===== src/rtl/parking_occupancy_counter.sv =====
// Saturating parking-lot occupancy counter with BCD free-space digits and overflow/underflow pulses.
// Inputs are synchronized and edge-detected; outputs are registered, 2 edges after the first synchronizer edge.
module parking_occupancy_counter #(
  parameter int CAPACITY = 50,
  parameter int CNT_W    = 7
) (
  input  logic             clk,
  input  logic             rst,
  input  logic             S,
  input  logic             R,
  output logic [CNT_W-1:0] count,
  output logic             full,
  output logic             empty,
  output logic [3:0]       free_tens,
  output logic [3:0]       free_units,
  output logic             ovf,
  output logic             unf
);

  localparam logic [3:0]       CAP_TENS  = 4'(CAPACITY / 10);
  localparam logic [3:0]       CAP_UNITS = 4'(CAPACITY % 10);
  localparam logic [CNT_W-1:0] CAP_CNT   = CNT_W'(CAPACITY);
  localparam logic [CNT_W-1:0] ONE       = CNT_W'(1);

  logic s_meta, s_sync, s_prev;
  logic r_meta, r_sync, r_prev;
  logic inc, dec;

  logic [CNT_W-1:0] count_nxt;
  logic [3:0]       tens_nxt, units_nxt;
  logic             ovf_nxt, unf_nxt;

  always_ff @(posedge clk or posedge rst) begin
    if (rst) begin
      s_meta <= 1'b0;
      s_sync <= 1'b0;
      s_prev <= 1'b0;
      r_meta <= 1'b0;
      r_sync <= 1'b0;
      r_prev <= 1'b0;
    end else begin
      s_meta <= S;
      s_sync <= s_meta;
      s_prev <= s_sync;
      r_meta <= R;
      r_sync <= r_meta;
      r_prev <= r_sync;
    end
  end

  // A held level yields one event: only the synchronized rising edge counts.
  assign inc = s_sync & ~s_prev;
  assign dec = r_sync & ~r_prev;

  always_comb begin
    count_nxt = count;
    tens_nxt  = free_tens;
    units_nxt = free_units;
    ovf_nxt   = 1'b0;
    unf_nxt   = 1'b0;
    if (inc && !dec) begin
      if (full) begin
        ovf_nxt = 1'b1;
      end else begin
        count_nxt = count + ONE;
        if (free_units == 4'd0) begin
          units_nxt = 4'd9;
          tens_nxt  = free_tens - 4'd1;
        end else begin
          units_nxt = free_units - 4'd1;
        end
      end
    end else if (dec && !inc) begin
      if (empty) begin
        unf_nxt = 1'b1;
      end else begin
        count_nxt = count - ONE;
        if (free_units == 4'd9) begin
          units_nxt = 4'd0;
          tens_nxt  = free_tens + 4'd1;
        end else begin
          units_nxt = free_units + 4'd1;
        end
      end
    end
  end

  // Flags come from the next-state count so they never lag count by a cycle.
  always_ff @(posedge clk or posedge rst) begin
    if (rst) begin
      count      <= '0;
      full       <= 1'b0;
      empty      <= 1'b1;
      free_tens  <= CAP_TENS;
      free_units <= CAP_UNITS;
      ovf        <= 1'b0;
      unf        <= 1'b0;
    end else begin
      count      <= count_nxt;
      full       <= (count_nxt == CAP_CNT);
      empty      <= (count_nxt == '0);
      free_tens  <= tens_nxt;
      free_units <= units_nxt;
      ovf        <= ovf_nxt;
      unf        <= unf_nxt;
    end
  end

endmodule


===== config.mk =====
export PLATFORM = sky130hd
export DESIGN_NAME = parking_occupancy_counter
export DESIGN_NICKNAME = d
export VERILOG_FILES = /design/src/rtl/parking_occupancy_counter.sv
export SDC_FILE = /design/constraint.sdc
export NUM_CORES = 1
export LEC_CHECK = 0
export BUFFER_PORTS_ARGS = -buffer_cell sky130_fd_sc_hd__buf_2
export CAP_MARGIN = 20
export CORE_ASPECT_RATIO = 1.4
export CORE_MARGIN = 2
export CORE_UTILIZATION = 40
export CTS_BUF_LIST = sky130_fd_sc_hd__clkbuf_16
export CTS_CLUSTER_DIAMETER = 120
export DETAILED_ROUTE_END_ITERATION = 7
export HOLD_SLACK_MARGIN = 0.06
export PLACE_DENSITY = 0.71
export SKIP_LAST_GASP = 1
export SLEW_MARGIN = 20
export SYNTH_ARGS = -nofsm -noshare
export SYNTH_HDL_FRONTEND = slang
export SYNTH_SLANG_ARGS = --single-unit

===== constraint.sdc =====
create_clock -name clk -period 2.7 [get_ports clk]
set_input_delay 0.54 -clock clk [delete_from_list [all_inputs] [get_ports clk]]
set_output_delay 0.54 -clock clk [all_outputs]
set_load 0.01 [all_outputs]

# Yosys cells after proc, flatten, opt, wreduce, memory -nomap -nowiden
# Index checks and enable logic that the tools add are counted.
[totals]
register_bits = 25
inputBits = 4
out_inout_bits = 19
[op_classes]
n_addsub = 6
eq_ne = 5
n_mux = 21
bitwise_logic = 4
n_reduce_logical = 10
[op_table]
columns = ["operator", "n"]
rows = [
  ["4-bit 2-to-1 mux", 12],
  ["7-bit 2-to-1 mux", 4],
  ["4-bit by 1-bit adder with 4-bit output, second input constant", 2],
  ["4-bit by 1-bit subtractor with 4-bit output, second input constant", 2],
  ["7-bit by 1-bit adder with 7-bit output, second input constant", 1],
  ["7-bit by 6-bit == test with 1-bit output, second input constant", 1],
  ["7-bit logical NOT", 1],
  ["7-bit by 1-bit subtractor with 7-bit output, second input constant", 1],
  ["1-bit 2-to-1 mux", 5],
  ["5-bit AND reduction", 1],
  ["4-bit == test, second input constant", 1],
  ["4-bit logical NOT", 1],
  ["2-bit by 1-bit inequality test with 1-bit output, second input constant", 2],
  ["2-bit nonzero test", 2],
  ["3-bit AND reduction", 1],
  ["1-bit bitwise AND", 2],
  ["1-bit logical AND", 2],
  ["1-bit logical NOT", 2],
  ["2-bit inequality test, second input constant", 1],
  ["1-bit inverter", 2],
]

# Longest topological paths before layout
# Gate-level depths: netlist of run 1.
[depth]
ltp_word = 7
ltp_mapped = 10
depth_no_buf = 9

# Worst setup path before layout of run 1
# Ideal clock, no wire load.
[synth_path]
path_type = "register -> register"
startpoint = "reg r_prev"
endpoint = "reg empty"
arrival_time_ns = 2.084
setup_slack_ns = 0.526
path_stages_with_launch = 10
n_path_buf = 1
path_cell_list = "dfrtp_1 nor2b_1 inv_1 ha_1 buf_6 or4_4 nor4_2 a21oi_1 xnor2_2 nor4_2"
[synth_via]
elab_chain_len = 6
elab_cells_between_ends = 8
[synth_rtl]
columns = ["element", "line", "source"]
rows = [
  ["start: declaration", "26", "logic r_meta, r_sync, r_prev;"],
  ["start signal: assignment", "47", "r_prev <= r_sync;"],
  ["1-bit inverter (*)", "53", "assign dec = r_sync & ~r_prev;"],
  ["1-bit bitwise AND (*)", "53", ""],
  ["1-bit logical AND / 1-bit logical NOT (equally long branches)", "73, 61", ""],
  ["7-bit 2-to-1 mux / 1-bit logical AND (equally long branches)", "73, 61", ""],
  ["7-bit 2-to-1 mux (*)", "61", "if (inc && !dec) begin"],
  ["via count_nxt[5]", "29", "logic [CNT_W-1:0] count_nxt;"],
  ["7-bit logical NOT (*)", "101", "empty <= (count_nxt == '0);"],
  ["end signal: assignment", "101", ""],
  ["end: declaration", "13", "output logic empty,"],
]
# Mark *: on every way through the listed nets, which the timed path passes. The rest lies on a longest branch.
# A chain may end at the register's enable or synchronous reset.

# Final worst setup path of run 1
# Ends and elaborated chain as after synthesis.

==> results of run 1 <==
==> area by class of cell <==
type	count	area, sq um	share of cell area, %
clock buffers	3	75.07	4.570
inverters	10	37.54	2.285
multi-input cells	96	720.7	43.87
clock inverters	1	5.005	0.3046
repair buffers	24	125.1	7.616
flip-flops and latches	25	629.4	38.31
well taps	40	50.05	3.046
==> how the worst min path moves through the flow <==
| stage | to | cells past startpoint |
|---|---|---|
| CTS | s_sync | 0 |
| finish | s_sync | 0 |
| global route | s_sync | 0 |
| detailed placement | s_sync | 0 |
| floorplan | r_sync | 0 |
| global placement | s_sync | 0 |
==> power groups by stage <==
stage               Clock [mW]  Combinational, mW  Sequential [mW]
floorplan                    0              0.466            0.687
global placement             0              0.638            0.687
detailed placement           0              0.656            0.695
CTS                      0.332              0.662            0.690
global route             0.348              0.736            0.719
finish                   0.321              0.657            0.691
==> placed cells by master (no fill, tap or decap), drive strengths merged, types with 2 or more instances in the layout <==
cell type  netlist  routed
and2b            2       2
ha               6       6
nor4             5       5
a22oi            2       2
nor3             3       3
dfrtp           22      22
or3              4       4
buf              3      24
nand2            5       5
a31oi            2       2
nor3b            2       2
a21o             2       2
and2             6       6
inv              9       9
and3             2       2
mux2i            2       2
clkbuf           2       3
a21oi            7       7
nor2b            2       2
and3b            2       2
xnor2            7       7
o21ai            8       8
nor2            11      11
nand2b           2       2
dfstp            3       3
clkinv           1       2
==> kinds of logic (layout without fill, tap and decap cells) <==
kind of cell / Yosys count / after routing
AND/OR/NAND/NOR: 51 / 51
AO/OA/AOI/OAI: 28 / 28
flip-flops: 25 / 25
buffers and inverters: 15 / 38
adder cells (fa/ha/maj): 7 / 7
XOR/XNOR: 7 / 7
multiplexers: 3 / 3
==> metal layers <==
layer / track usage (%) / wire [um]
met1: 17.97 / 1111
met2: 25.03 / 1326
met3: 2.778 / 99
met4: 6.389 / 61
met5: 0 / 0
==> metrics by stage <==
stage / power (mW) / utilization, % / cells / hold WS [ns] / cell area, sq um
after floorplan: 1.152 / - / 136 / 0.3312 / 1429
after global placement: 1.325 / 45.83 / 195 / 0.3338 / 1563
after detailed placement: 1.351 / 45.83 / 195 / 0.3457 / 1563
after CTS: 1.684 / 48.18 / 199 / 0.3606 / 1643
after global routing: 1.802 / 48.18 / 199 / 0.3680 / 1643
final: 1.668 / 48.18 / 199 / 0.3529 / 1643
==> summary.txt, run 1 <==
Placement
  • DP Wirelength: 1909 um
  • Final RePlAce weighted congestion: 0.7968
  • Worst setup slack after placement: 0.3348 ns
  • Number of buffers inserted by port buffering: 22

Timing
  • Remaining max-slew budget at the tightest pin: 37.51%
  • Setup skew after layout: 0.003448 ns
  • RSZ-0062 raised after global routing: no
  • Transition time at the pin with the least slew margin: 0.9363 ns
  • Highest attainable clock frequency: 426.6 MHz
  • Final hold violations: 0
  • Final Worst Setup Slack: 0.3560 ns
  • Ratio of final minimum period to clock period: 86.81%
  • Fin Setup TNS: 0 ns
  • Slew Limit Fails: 0
  • Minimum clock period: 2.344 ns
  • Final setup vio count: 0

Job
  • Number of maximum-capacitance constraint violations: 0

Hold path
  • Hold path start: s_meta
  • Hold/Removal Path Class: reg2reg

CTS
  • Reg clk slew, reported paths: 0.06 ns
  • CTS root buffer: clkbuf_16
  • Number of CTS-inserted buffers: 3
  • Clock latency reported for the late side of the worst-skew pair: 0.26 ns
  • TritonCTS clock tree: done
  • Number of post-CTS setup repair buffers: 0
  • Number of sinks on the clock net: 25
  • Clock H-tree levels: 1
  • Number of gates resized after CTS: 0
  • Number of hold-repair buffers added at the cts stage: 0
  • Clock Tree Buf Depth: 2

Critical path
  • Crit path capture type: flip-flop
  • R2r worst-path depth: 9
  • Most frequent cell on the critical path: nor4_2
  • Required time at the worst-slack endpoint: 2.87 ns
  • CP delay by family, top: simple AND/OR/NAND/NOR gates
  • Arrival time at the worst endpoint: 2.51 ns
  • Category of the critical setup timing path: reg2reg
  • Cell-by-cell trace of the critical path: nor2b_1 -> inv_1 -> ha_1 -> buf_4 -> or4_4 -> nor4_2 -> a21oi_1 -> xnor2_2 -> nor4_2
  • Startpoint of the worst setup timing path: r_prev
  • Depth of the critical timing path with buffers and inverters included: 9
  • Critical path capture point: empty
  • Slowest stage cell on the critical path: or4_4
  • Minimum setup slack among reg-to-reg paths: 0.36 ns
  • Critical register-to-register path endpoint: empty
  • Crit start category: flip-flop
  • Buffers & Inverters on Critical Path: 2
  • Biggest fanout along the worst timing path: 11
  • Delay of the slowest cell on the worst path: 0.55 ns
  • Beginning of the worst register-to-register path: r_prev

Global route
  • Largest net degree at the start of global routing: 26
  • Vias in the first global route: 1014
  • Congestion Overflow GR: 0
  • Total routing resource utilization after global routing: 14.78%
  • Antenna violations before repair: 0
  • Wire length of the first global-routing pass: 4464 um

Cells and area
  • Registers with the most flip-flops: count (7), free_tens (4), free_units (4)
  • Largest register FFs: 7
  • Count of filler cells inserted in the layout: 318
  • Share of final-layout standard cells stronger than drive strength 1: 27.67%
  • Ant diodes: 0
  • Final Net Count: 171
  • Register with the most flip-flops: count
  • P&R area growth vs syn: 14.97%

Logic synthesis
  • Most frequent cell after synthesis: dfrtp_1
  • Number of enable flip-flop cells after synthesis: 0
  • Gate count after technology mapping: 136
  • Portion of netlist area occupied by mux cells: 2.452%
  • Post-synthesis simple-gate area fraction: 23.64%
  • Post-synthesis instance area: 1429 sq um
  • Post-synth top area share: 38.53%
  • Share of the synthesized netlist area taken by xor and xnor gates: 4.816%
  • Main combinational cell family by area after synthesis: simple AND/OR/NAND/NOR gates
  • Synthesized netlist net count: 147
  • Seq/Total Area, Yosys: 44.05%
  • Ranking of synthesized cells by area: dfrtp_1 39%, dfstp_2 5.5%, ha_1 5.3%
  • #FFs+latches synth: 25
  • Count of synthesis-stage warnings from yosys: 0
  • Post-synth cell types: 47
  • Async set-or-reset flop fraction in the synthesized netlist: 100.0%
  • Mean cell area of the mapped netlist: 10.51 sq um
  • Library cell with the largest summed area after synthesis: dfrtp_1
  • Post-synthesis compound-gate area fraction: 12.87%
  • Most used flip-flop cell after synthesis: dfrtp_1
  • Commonest cells in the synthesized netlist: 22 x dfrtp_1, 11 x nor2_1, 9 x inv_1, 7 x a21oi_1, 7 x o21ai_0
  • Adder-cell share of the synthesized area: 6.655%

Detailed routing
  • Post-route DRC: 0
  • Detailed-route wire length per cell: 13.06 um
  • Antenna Violating Nets Remaining: 0
  • Routed wire length: 2598 um
  • Number of design-rule violations left by the first detailed-router iteration: 19
  • Routed via count divided by cell count: 5.447
  • Vias: 1084
  • Detailed-router iteration count before antenna repair: 4

Die
  • Top-Level Pins: 23
  • Starting Density: 41.91%
  • Horizontal die dimension: 54.51 um
  • Die area: 4073 sq um
  • Number of placement rows: 25
  • Die height: 74.72 um
  • Area inside the core boundary: 3410 sq um

Power and ir drop
  • Power per cell area: 1016 nW/um^2
  • Combinational share of power: 39.4%
  • Net switching power: 0.6470 mW
  • Sequential power share: 41.4%
  • Sw frac: 38.78%
  • Maximum vdd ir drop: 0.6723 mV
  • Share of total power in the clock network: 19.2%
  • Internal portion of total power: 1.021 mW
  • Lkg Pwr: 0.7627 nW

Outcome
  • Outcome: complete, no violations
Power figures use the tool's default switching activity.
==> inputs of run 2 (changes only) <==
- CORE_UTILIZATION: 40 -> 55
- PLACE_DENSITY: 0.71 -> 0.89
==> run 2 against run 1 <==
Compared with the run above:
- wire length rose by 15%
- register-to-register slack worse by 0.21 ns
- clock skew decreased by 0.00055 ns
- via count increased by 2.2%
- final cell count decreased by 3.0%
- combinational power up 4.6%
- hold slack got worse by 0.14 ns
- fmax fell by 8.4%
- sequential share of layout area fell by 0.29 points
- critical path depth fell by 2
- critical path type unchanged
- critical endpoint is now free_tens[2]
==> summary.txt, run 2 (synthesis gave the netlist of run 1 again) <==
Cells and area
  • Registers with the most flip-flops: count (7), free_tens (4), free_units (4)
  • Multi-input combinational cell area: 720.7 sq um (unchanged)
  • Share of final-layout standard cells stronger than drive strength 1: 27.67% (unchanged)
  • Register with the most flip-flops: count
  • Final core utilization: 68.48% (+20 points)
  • Largest register FFs: 7 (unchanged)
  • Post-layout instance area: 1655 sq um (+0.76%)
  • Ant diodes: 0 (unchanged)
  • P&R area growth vs syn: 15.85%
  • Final Net Count: 171 (unchanged)
  • Most used cells in the layout excluding fill and tap cells: 22 x dfrtp_1, 22 x buf_2, 11 x nor2_1
  • Count of filler cells inserted in the layout: 194 (-39%)
  • Post-route insts no fill: 193 (-3.0%)
  • Register Area: 629.4 sq um (unchanged)

Detailed routing
  • Antenna Violating Nets Remaining: 0 (unchanged)
  • Detailed-route wire length per cell: 15.45 um (+18%)
  • Detailed-router iteration count before antenna repair: 5 (+1)
  • Post-route DRC: 0 (unchanged)
  • Routed via count divided by cell count: 5.741 (+5.4%)
  • Number of design-rule violations left by the first detailed-router iteration: 19 (unchanged)
  • Routed wire length: 2982 um (+15%)
  • Vias: 1108 (+2.2%)

Timing
  • Transition time at the pin with the least slew margin: 0.4344 ns (-0.5019 ns)
  • Final hold violations: 0 (unchanged)
  • Final Worst Setup Slack: 0.1411 ns (-0.2149 ns)
  • Fin Setup TNS: 0 ns (unchanged)
  • Final setup vio count: 0 (unchanged)
  • Remaining max-slew budget at the tightest pin: 70.77% (+33 points)
  • Minimum clock period: 2.559 ns (+0.2149 ns)
  • Setup skew after layout: 0.002898 ns (-0.0005501 ns)
  • RSZ-0062 raised after global routing: no
  • Highest attainable clock frequency: 390.8 MHz (-8.4%)
  • Ratio of final minimum period to clock period: 94.77% (+8.0 points)
  • Final-layout worst hold slack: 0.2125 ns (-0.1404 ns)
  • Slew Limit Fails: 0 (unchanged)

Global route
  • Total routing resource utilization after global routing: 23.27% (+8.5 points)
  • Vias in the first global route: 1088 (+7.3%)
  • Antenna violations before repair: 0 (unchanged)
  • Wire length of the first global-routing pass: 5037 um (+13%)
  • Largest net degree at the start of global routing: 26 (unchanged)
  • Congestion Overflow GR: 0 (unchanged)

CTS
  • Number of post-CTS setup repair buffers: 0 (unchanged)
  • Clock Tree Buf Depth: 2 (unchanged)
  • Reg clk slew, reported paths: 0.06 ns (about the same)
  • Number of sinks on the clock net: 25 (unchanged)
  • CTS root buffer: clkbuf_16
  • Number of CTS-inserted buffers: 3 (unchanged)
  • Clock H-tree levels: 1 (unchanged)
  • Clock latency reported for the late side of the worst-skew pair: 0.26 ns (about the same)
  • Number of gates resized after CTS: 0 (unchanged)
  • Number of hold-repair buffers added at the cts stage: 0 (unchanged)
  • TritonCTS clock tree: done

Die
  • Horizontal die dimension: 47.08 um (-14%)
  • Top-Level Pins: 23 (unchanged)
  • Area inside the core boundary: 2417 sq um (-29%)
  • Starting Density: 59.11% (+17 points)
  • Die area: 3027 sq um (-26%)
  • Number of placement rows: 21 (-16%)
  • Die height: 64.31 um (-14%)

Placement
  • Number of buffers inserted by port buffering: 22 (unchanged)
  • Placed cell area: 1548 sq um (-0.96%)
  • DP Wirelength: 2141 um (+12%)
  • Final RePlAce weighted congestion: 0.9307 (+17%)
  • Worst setup slack after placement: 0.2353 ns (-0.09952 ns)
  • Cell total after placement: 188 (-3.6%)

Critical path
  • R2r worst-path depth: 7 (-2)
  • Delay of the slowest cell on the worst path: 0.47 ns (-0.08 ns)
  • Crit path capture type: flip-flop
  • Biggest fanout along the worst timing path: 13 (+2)
  • Category of the critical setup timing path: reg2reg
  • Required time at the worst-slack endpoint: 2.89 ns (+0.02 ns)
  • Slowest stage cell on the critical path: or3_1
  • Arrival time at the worst endpoint: 2.75 ns (+0.24 ns)
  • Cell-by-cell trace of the critical path: nand2b_1 -> inv_1 -> ha_1 -> and2b_1 -> or3_1 -> nor4_4 -> mux2_4
  • Crit start category: flip-flop

Power and ir drop
  • Power per cell area: 1031 nW/um^2 (+1.5%)
  • Final Power: 1.707 mW (+2.3%)
  • Lkg Pwr: 0.7701 nW (+0.98%)
  • Maximum vdd ir drop: 0.6795 mV (+1.1%)

Outcome
  • Outcome: complete, no violations

Job
  • Number of maximum-capacitance constraint violations: 0 (unchanged)

Hold path
  • Hold/Removal Path Class: in2async
run 2: final timing paths:
path / from / endpoint / slack [ns]
hold / removal: rst / r_meta / 0.21
setup / recovery: s_prev / free_tens[2] / 0.14
max in group asynchronous: rst / free_tens[2] / 2.02
setup reg to reg: s_prev / free_tens[2] / 0.14
min in group clk: r_meta / r_sync / 0.35
hold reg to reg: r_meta / r_sync / 0.35
run 2: critical path: cells and delay by family (launching register included):
family        cells  cell delay [ns]
fa+ha+maj         1             0.38
buf+inv           1             0.06
flops             1             0.36
mux               1             0.34
simple gates      4             1.34
run 2: layout make-up:
type / count / area share [%]
inverter: 10 / 2.268
clock buffer: 3 / 4.535
sequential: 25 / 38.02
clock inverter: 1 / 0.3023
multi-input combinational: 96 / 43.54
tap: 34 / 2.570
timing repair buffer: 24 / 8.768
run 2: per-layer routing:
metal	part of all wire, %	wire (um)	GRT usage [%]
met1	40	1201	28.86
met2	52	1556	37.50
met3	3.6	106	3.107
met4	4.0	118	12.15
met5	0	0	0
run 2: report_power, final:
group          internal, mW  total [mW]  switching [mW]  leakage [nW]
sequential            0.501       0.694           0.193         0.297
clock                 0.199       0.325           0.126        0.0409
combinational         0.324       0.687           0.363         0.433
total                  1.03        1.71           0.682         0.770
